--- src/rtl/clk_div_prog.sv ---
// Programmable integer clock divider with 50% duty for both even and odd ratios.
// Divisor changes are deferred to the period boundary, so clk_out never shows a short pulse.
module clk_div_prog #(
    parameter int DIV_W       = 8,
    parameter int DEFAULT_DIV = 7
) (
    input  logic             clk_in,
    input  logic             rst,
    input  logic             enable,
    input  logic [DIV_W-1:0] div_val,
    input  logic             div_load,
    output logic             clk_out,
    output logic             tick,
    output logic             load_ack,
    output logic             load_err
);

    if (DIV_W < 2 || DIV_W > 30) begin : g_bad_width
        $error("clk_div_prog: DIV_W out of range");
    end
    if (DEFAULT_DIV < 2 || DEFAULT_DIV > (2 ** DIV_W) - 1) begin : g_bad_default
        $error("clk_div_prog: DEFAULT_DIV out of range");
    end

    typedef enum logic [1:0] {IDLE, RUN, DRAIN} state_t;

    localparam logic [DIV_W-1:0] DEF_DIV = DIV_W'(DEFAULT_DIV);
    localparam logic [DIV_W-1:0] ONE     = DIV_W'(1);
    localparam logic [DIV_W-1:0] TWO     = DIV_W'(2);

    state_t           state_q, state_d;
    logic [DIV_W-1:0] cnt_q, cnt_d;
    logic [DIV_W-1:0] div_q, div_d;
    logic [DIV_W-1:0] pend_q, pend_d;
    logic             pend_vld_q, pend_vld_d;
    logic             p_q, p_d;
    logic             ack_idle_q, ack_idle_d;
    logic             load_err_q, load_err_d;
    logic             n_q;

    logic load_ok;
    logic last;
    logic wrap;

    always_comb begin
        load_ok    = div_load && (div_val >= TWO);
        last       = (cnt_q == div_q - ONE);
        wrap       = (state_q != IDLE) && last;

        state_d    = state_q;
        cnt_d      = cnt_q;
        div_d      = div_q;
        pend_d     = pend_q;
        pend_vld_d = pend_vld_q;
        ack_idle_d = 1'b0;
        load_err_d = div_load && !load_ok;

        if (load_ok) begin
            pend_d     = div_val;
            pend_vld_d = 1'b1;
        end

        case (state_q)
            IDLE: begin
                cnt_d = '0;
                // No period in flight, so a divisor can go live immediately.
                if (load_ok) begin
                    div_d      = div_val;
                    pend_vld_d = 1'b0;
                    ack_idle_d = 1'b1;
                end else if (pend_vld_q) begin
                    div_d      = pend_q;
                    pend_vld_d = 1'b0;
                    ack_idle_d = 1'b1;
                end
                if (enable) state_d = RUN;
            end
            RUN: begin
                cnt_d = last ? '0 : cnt_q + ONE;
                if (!enable) state_d = DRAIN;
            end
            DRAIN: begin
                cnt_d = last ? '0 : cnt_q + ONE;
                if (enable)    state_d = RUN;
                else if (last) state_d = IDLE;
            end
            default: begin
                state_d = IDLE;
                cnt_d   = '0;
            end
        endcase

        // A load landing in the wrap cycle stays pending for the next boundary.
        if (wrap && pend_vld_q) begin
            div_d      = pend_q;
            pend_vld_d = load_ok;
        end

        p_d = (state_d != IDLE) && (cnt_d < (div_d >> 1));
    end

    always_ff @(posedge clk_in) begin
        if (rst) begin
            state_q    <= IDLE;
            cnt_q      <= '0;
            div_q      <= DEF_DIV;
            pend_q     <= DEF_DIV;
            pend_vld_q <= 1'b0;
            p_q        <= 1'b0;
            ack_idle_q <= 1'b0;
            load_err_q <= 1'b0;
        end else begin
            state_q    <= state_d;
            cnt_q      <= cnt_d;
            div_q      <= div_d;
            pend_q     <= pend_d;
            pend_vld_q <= pend_vld_d;
            p_q        <= p_d;
            ack_idle_q <= ack_idle_d;
            load_err_q <= load_err_d;
        end
    end

    // Half-cycle extension of p, used only for odd ratios.
    always_ff @(negedge clk_in) begin
        if (rst) n_q <= 1'b0;
        else     n_q <= p_q;
    end

    // Masking with rst can only pull the output low, so it cannot create a runt high pulse.
    assign clk_out  = (p_q | (div_q[0] & n_q)) & ~rst;
    assign tick     = wrap;
    assign load_ack = ack_idle_q | (wrap & pend_vld_q);
    assign load_err = load_err_q;

endmodule

--- config.mk ---
export PLATFORM = sky130hd
export DESIGN_NAME = clk_div_prog
export DESIGN_NICKNAME = d
export VERILOG_FILES = /design/src/rtl/clk_div_prog.sv
export SDC_FILE = /design/constraint.sdc
export NUM_CORES = 1
export LEC_CHECK = 0
export CORE_ASPECT_RATIO = 0.5
export CORE_MARGIN = 2
export CORE_UTILIZATION = 40
export CTS_BUF_LIST = sky130_fd_sc_hd__clkbuf_2
export CTS_CLUSTER_DIAMETER = 150
export DETAILED_ROUTE_END_ITERATION = 8
export GPL_TIMING_DRIVEN = 0
export PLACE_DENSITY = 0.57
export SLEW_MARGIN = 20
export SYNTH_ARGS = -nofsm -noshare
export SYNTH_HDL_FRONTEND = slang
export SYNTH_SLANG_ARGS = --single-unit
export TNS_END_PERCENT = 100
--- constraint.sdc ---
create_clock -name clk_in -period 3.7 [get_ports clk_in]
set_input_delay 0.555 -clock clk_in [delete_from_list [all_inputs] [get_ports clk_in]]
set_output_delay 0.555 -clock clk_in [all_outputs]
set_load 0.03 [all_outputs]
# Word-level counts from Yosys, hierarchy flattened
# Index checks and enable logic that the tools add are counted.
[totals]
word_cells = 56
input_bits = 12
ff_bits = 31
[op_classes]
n_mux = 18
bitwise_logic = 7
n_reduce_logical = 14
n_lt_le_gt_ge = 2
n_addsub = 2
n_eq_ne = 3
[op_table]
columns = ["operator", "count"]
rows = [
  ["2-to-1 mux 8 bit", 6],
  ["adder 8 x 1 -> 8 bit, second input constant", 1],
  ["== test 8 bit", 1],
  [">= comparator 8 x 2 -> 1 bit, second input constant", 1],
  ["< comparator 8 x 7 -> 1 bit", 1],
  ["2-to-1 mux 2 bit", 4],
  ["subtractor 8 x 1 -> 8 bit, second input constant", 1],
  ["2-to-1 mux 1 bit", 7],
  ["one-hot mux 2 bit (3 select lines)", 1],
  ["nonzero test 2 bit", 3],
  ["logical AND 1 bit", 5],
  ["OR reduction 2 bit", 2],
  ["bitwise AND 1 bit", 3],
  ["nonzero test 3 bit", 1],
  ["== test 2 x 1 -> 1 bit, second input constant", 1],
  ["== test 2 bit, second input constant", 1],
  ["zero test 2 bit", 1],
  ["NOT 1 bit", 2],
  ["OR 1 bit", 2],
  ["AND reduction 2 bit", 1],
  ["zero test 1 bit", 1],
]

# Depth between registers and ports, before layout
[logic_depth]
ltp_word = 7
depth_mapped = 16
ltp_nobuf = 16

==> results.json <==
{
  "outcome": "completed",
  "place_ws_ns": -0.4932,
  "track_usage_pct": 19.37,
  "fin_cells": 280,
  "via_count": 1584,
  "cts_tree": "built",
  "timing.fmax_mhz": 274.9,
  "yosysWarnings": 0,
  "maxSlewHeadroom_pct": 65.97,
  "fin_crit_ns": 3.637,
  "critPathMaxFanout": 6,
  "place_congestion": 0.7958,
  "cts_max_level": 2,
  "drtIter0Drc": 145,
  "finalSetupViolCount": 0,
  "wirelength_um": 4521,
  "ant_nets": 0,
  "cts_buffers": 5,
  "gr-total-overflow": 0,
  "final_cell_area_um2": 2175,
  "die_area_um2": 4983,
  "synthFlopType": "dfxtp_1",
  "rsz0062_at_grt": "yes",
  "skew_ns": 0.02614,
  "ys_seq_area_share_pct": 35.23,
  "firstDrtPassIters": 6,
  "die_x_um": 97.86,
  "final_cell_mix": "dfxtp_1 (29), nor2_1 (26), clkdlybuf4s50_1 (12)",
  "async_flop_share_pct": 0,
  "placedCellCount": 266,
  "cts_buffer_depth": 2,
  "ys_ff_latch": 31,
  "power_density_nw_per_um2": 359.8,
  "grt_pass1_wl_um": 7424,
  "die_y_um": 50.93,
  "leakagePower_nw": 0.8234,
  "initial_core_util_pct": 43.35,
  "netlist_instances": 198,
  "avgSynthCellArea_um2": 8.897,
  "worst_slew_pin_slew_ns": 0.5104,
  "layout_commonest_cell": "dfxtp_1",
  "numClockSinks": 31,
  "clk_pin_slew_ns": 0.18,
  "post_drt_wl_per_cell_um": 16.15,
  "synth_edf_count": 0,
  "cts_hold_buf": 0,
  "worst_slack_ns": 0.06274,
  "grt_pass1_vias": 1446,
  "hold-worst-slack_ns": 0.4781,
  "synthDistinctLibCells": 48,
  "cp_data_required_time_ns": 4.04,
  "rows": 16,
  "synth_fp_nets": 222,
  "drc": 0,
  "dp_hpwl_um": 3406,
  "antenna_cells": 0,
  "placed_area_um2": 1969,
  "drive_gt1_share_pct": 16.81,
  "r2r_slack_ns": 0.06,
  "crit_arrival_ns": 3.98,
  "drv_cap": 0,
  "ios": 16,
  "clkLatencyLatePin_ns": 0.40,
  "timing.final.crit_share_pct": 98.30,
  "finalHoldViolations": 0,
  "finalMaxSlewViolations": 0,
  "nets": 249,
  "io_buffers": 14,
  "antenna_found_initial": 0,
  "synthToLayoutAreaGrowth_pct": 23.44,
  "path_class": "register to register",
  "syn-cell-area_um2": 1762,
  "fin_setup_tns_ns": 0,
  "grt_max_degree": 11,
  "startpoint_type": "register",
  "end_kind": "register",
  "design_power_total_uw": 782.5,
  "final_util_pct": 53.51,
  "viasPerCell": 5.657,
  "hold_path_class": "register to register",
  "cts_root_buf": "clkbuf_2",
  "vdd_ir_drop_max_mv": 0.2000,
  "core_um2": 4064
}
==> flip-flops by register name, indices dropped and copies added, names as in the netlist <==
name / flops
cnt_q: 8
div_q: 8
pend_q: 8
state_q: 2
ack_idle_q: 1
load_err: 1
n_q: 1
p_q: 1
pend_vld_q: 1
==> cell type report <==
| class | instances | area [um2] |
|---|---|---|
| inverters | 8 | 32.53 |
| multi-input cells | 150 | 1185 |
| flip-flops and latches | 31 | 628.1 |
| fillers | 392 | 1889 |
| well taps | 54 | 67.56 |
| clock inverters | 2 | 8.758 |
| plain buffers | 7 | 27.53 |
| clock buffers | 7 | 35.03 |
| repair buffers | 21 | 190.2 |
==> power by group <==
part | switching (mW) | internal (mW)
Sequential | 0.0290 | 0.358
Combinational | 0.119 | 0.0985
Clock | 0.124 | 0.0530
==> synth_stat cells, types with 2 or more instances <==
cell	n	area share, %
o21a_1	3	1.3
mux2i_1	2	1.1
nor3b_1	2	0.85
and3_1	3	1.1
nand2_1	5	1.1
o21ai_1	3	0.85
xor2_1	5	2.5
o21ai_0	3	0.85
nand3b_1	2	0.85
nor4_2	2	1.4
dfxtp_1	31	35
inv_1	9	1.9
clkbuf_1	6	1.3
nand2b_1	5	1.8
a21o_1	3	1.3
a221o_1	2	1.1
nor2_1	26	5.5
nor3_1	5	1.4
nor4_1	2	0.71
ha_1	12	8.5
or2_1	5	1.8
a21oi_1	8	2.3
o21bai_1	2	0.85
a222oi_1	6	3.4
xnor2_1	10	5.0
nor2b_1	5	1.8
a22oi_1	5	2.1
nand3_1	5	1.4
a211oi_1	2	0.85
==> critical path, cell delays in order, from the launching register on <==
cell and delay (ns):
dfxtp_4 0.41, or4_4 0.58, nor4_4 0.36, o221ai_4 0.21, o21a_4 0.29, a222oi_1 0.47
ha_1 0.35, a21oi_2 0.14, nor2b_1 0.05, o21ai_1 0.13, nand2b_1 0.08, a2111oi_2 0.30
o2111a_1 0.22
==> logic make-up after synthesis <==
logic type | Yosys count | share of synthesized area (%)
AND/OR/NAND/NOR | 75 | 23.93
AO/OA/AOI/OAI | 45 | 19.46
flip-flops | 31 | 35.23
buffers and inverters | 17 | 3.692
XOR/XNOR | 15 | 7.457
adder cells (fa/ha/maj) | 13 | 9.091
multiplexers | 2 | 1.136
==> metal layers <==
| metal | share of wire [%] | global-route usage (%) | wire length [um] |
|---|---|---|---|
| met4 | 1.2 | 3.472 | 55 |
| met1 | 54 | 28.92 | 2446 |
| met2 | 39 | 28.54 | 1751 |
| met3 | 5.9 | 4.514 | 268 |
| met5 | 0 | 0 | 0 |
==> final timing paths <==
path	cells after the start	to	start
min reg2reg	2	pend_q[0]	pend_q[0]
max	12	p_q	div_q[0]
max reg2reg	12	p_q	div_q[0]
min	2	pend_q[0]	pend_q[0]
==> timing repair <==
item,CTS,global route
resized for setup,13,16
setup endpoints to repair,3,3
setup buffers,1,6
pin swaps,3,12
No activity file was read; power rests on OpenSTA's default activity.
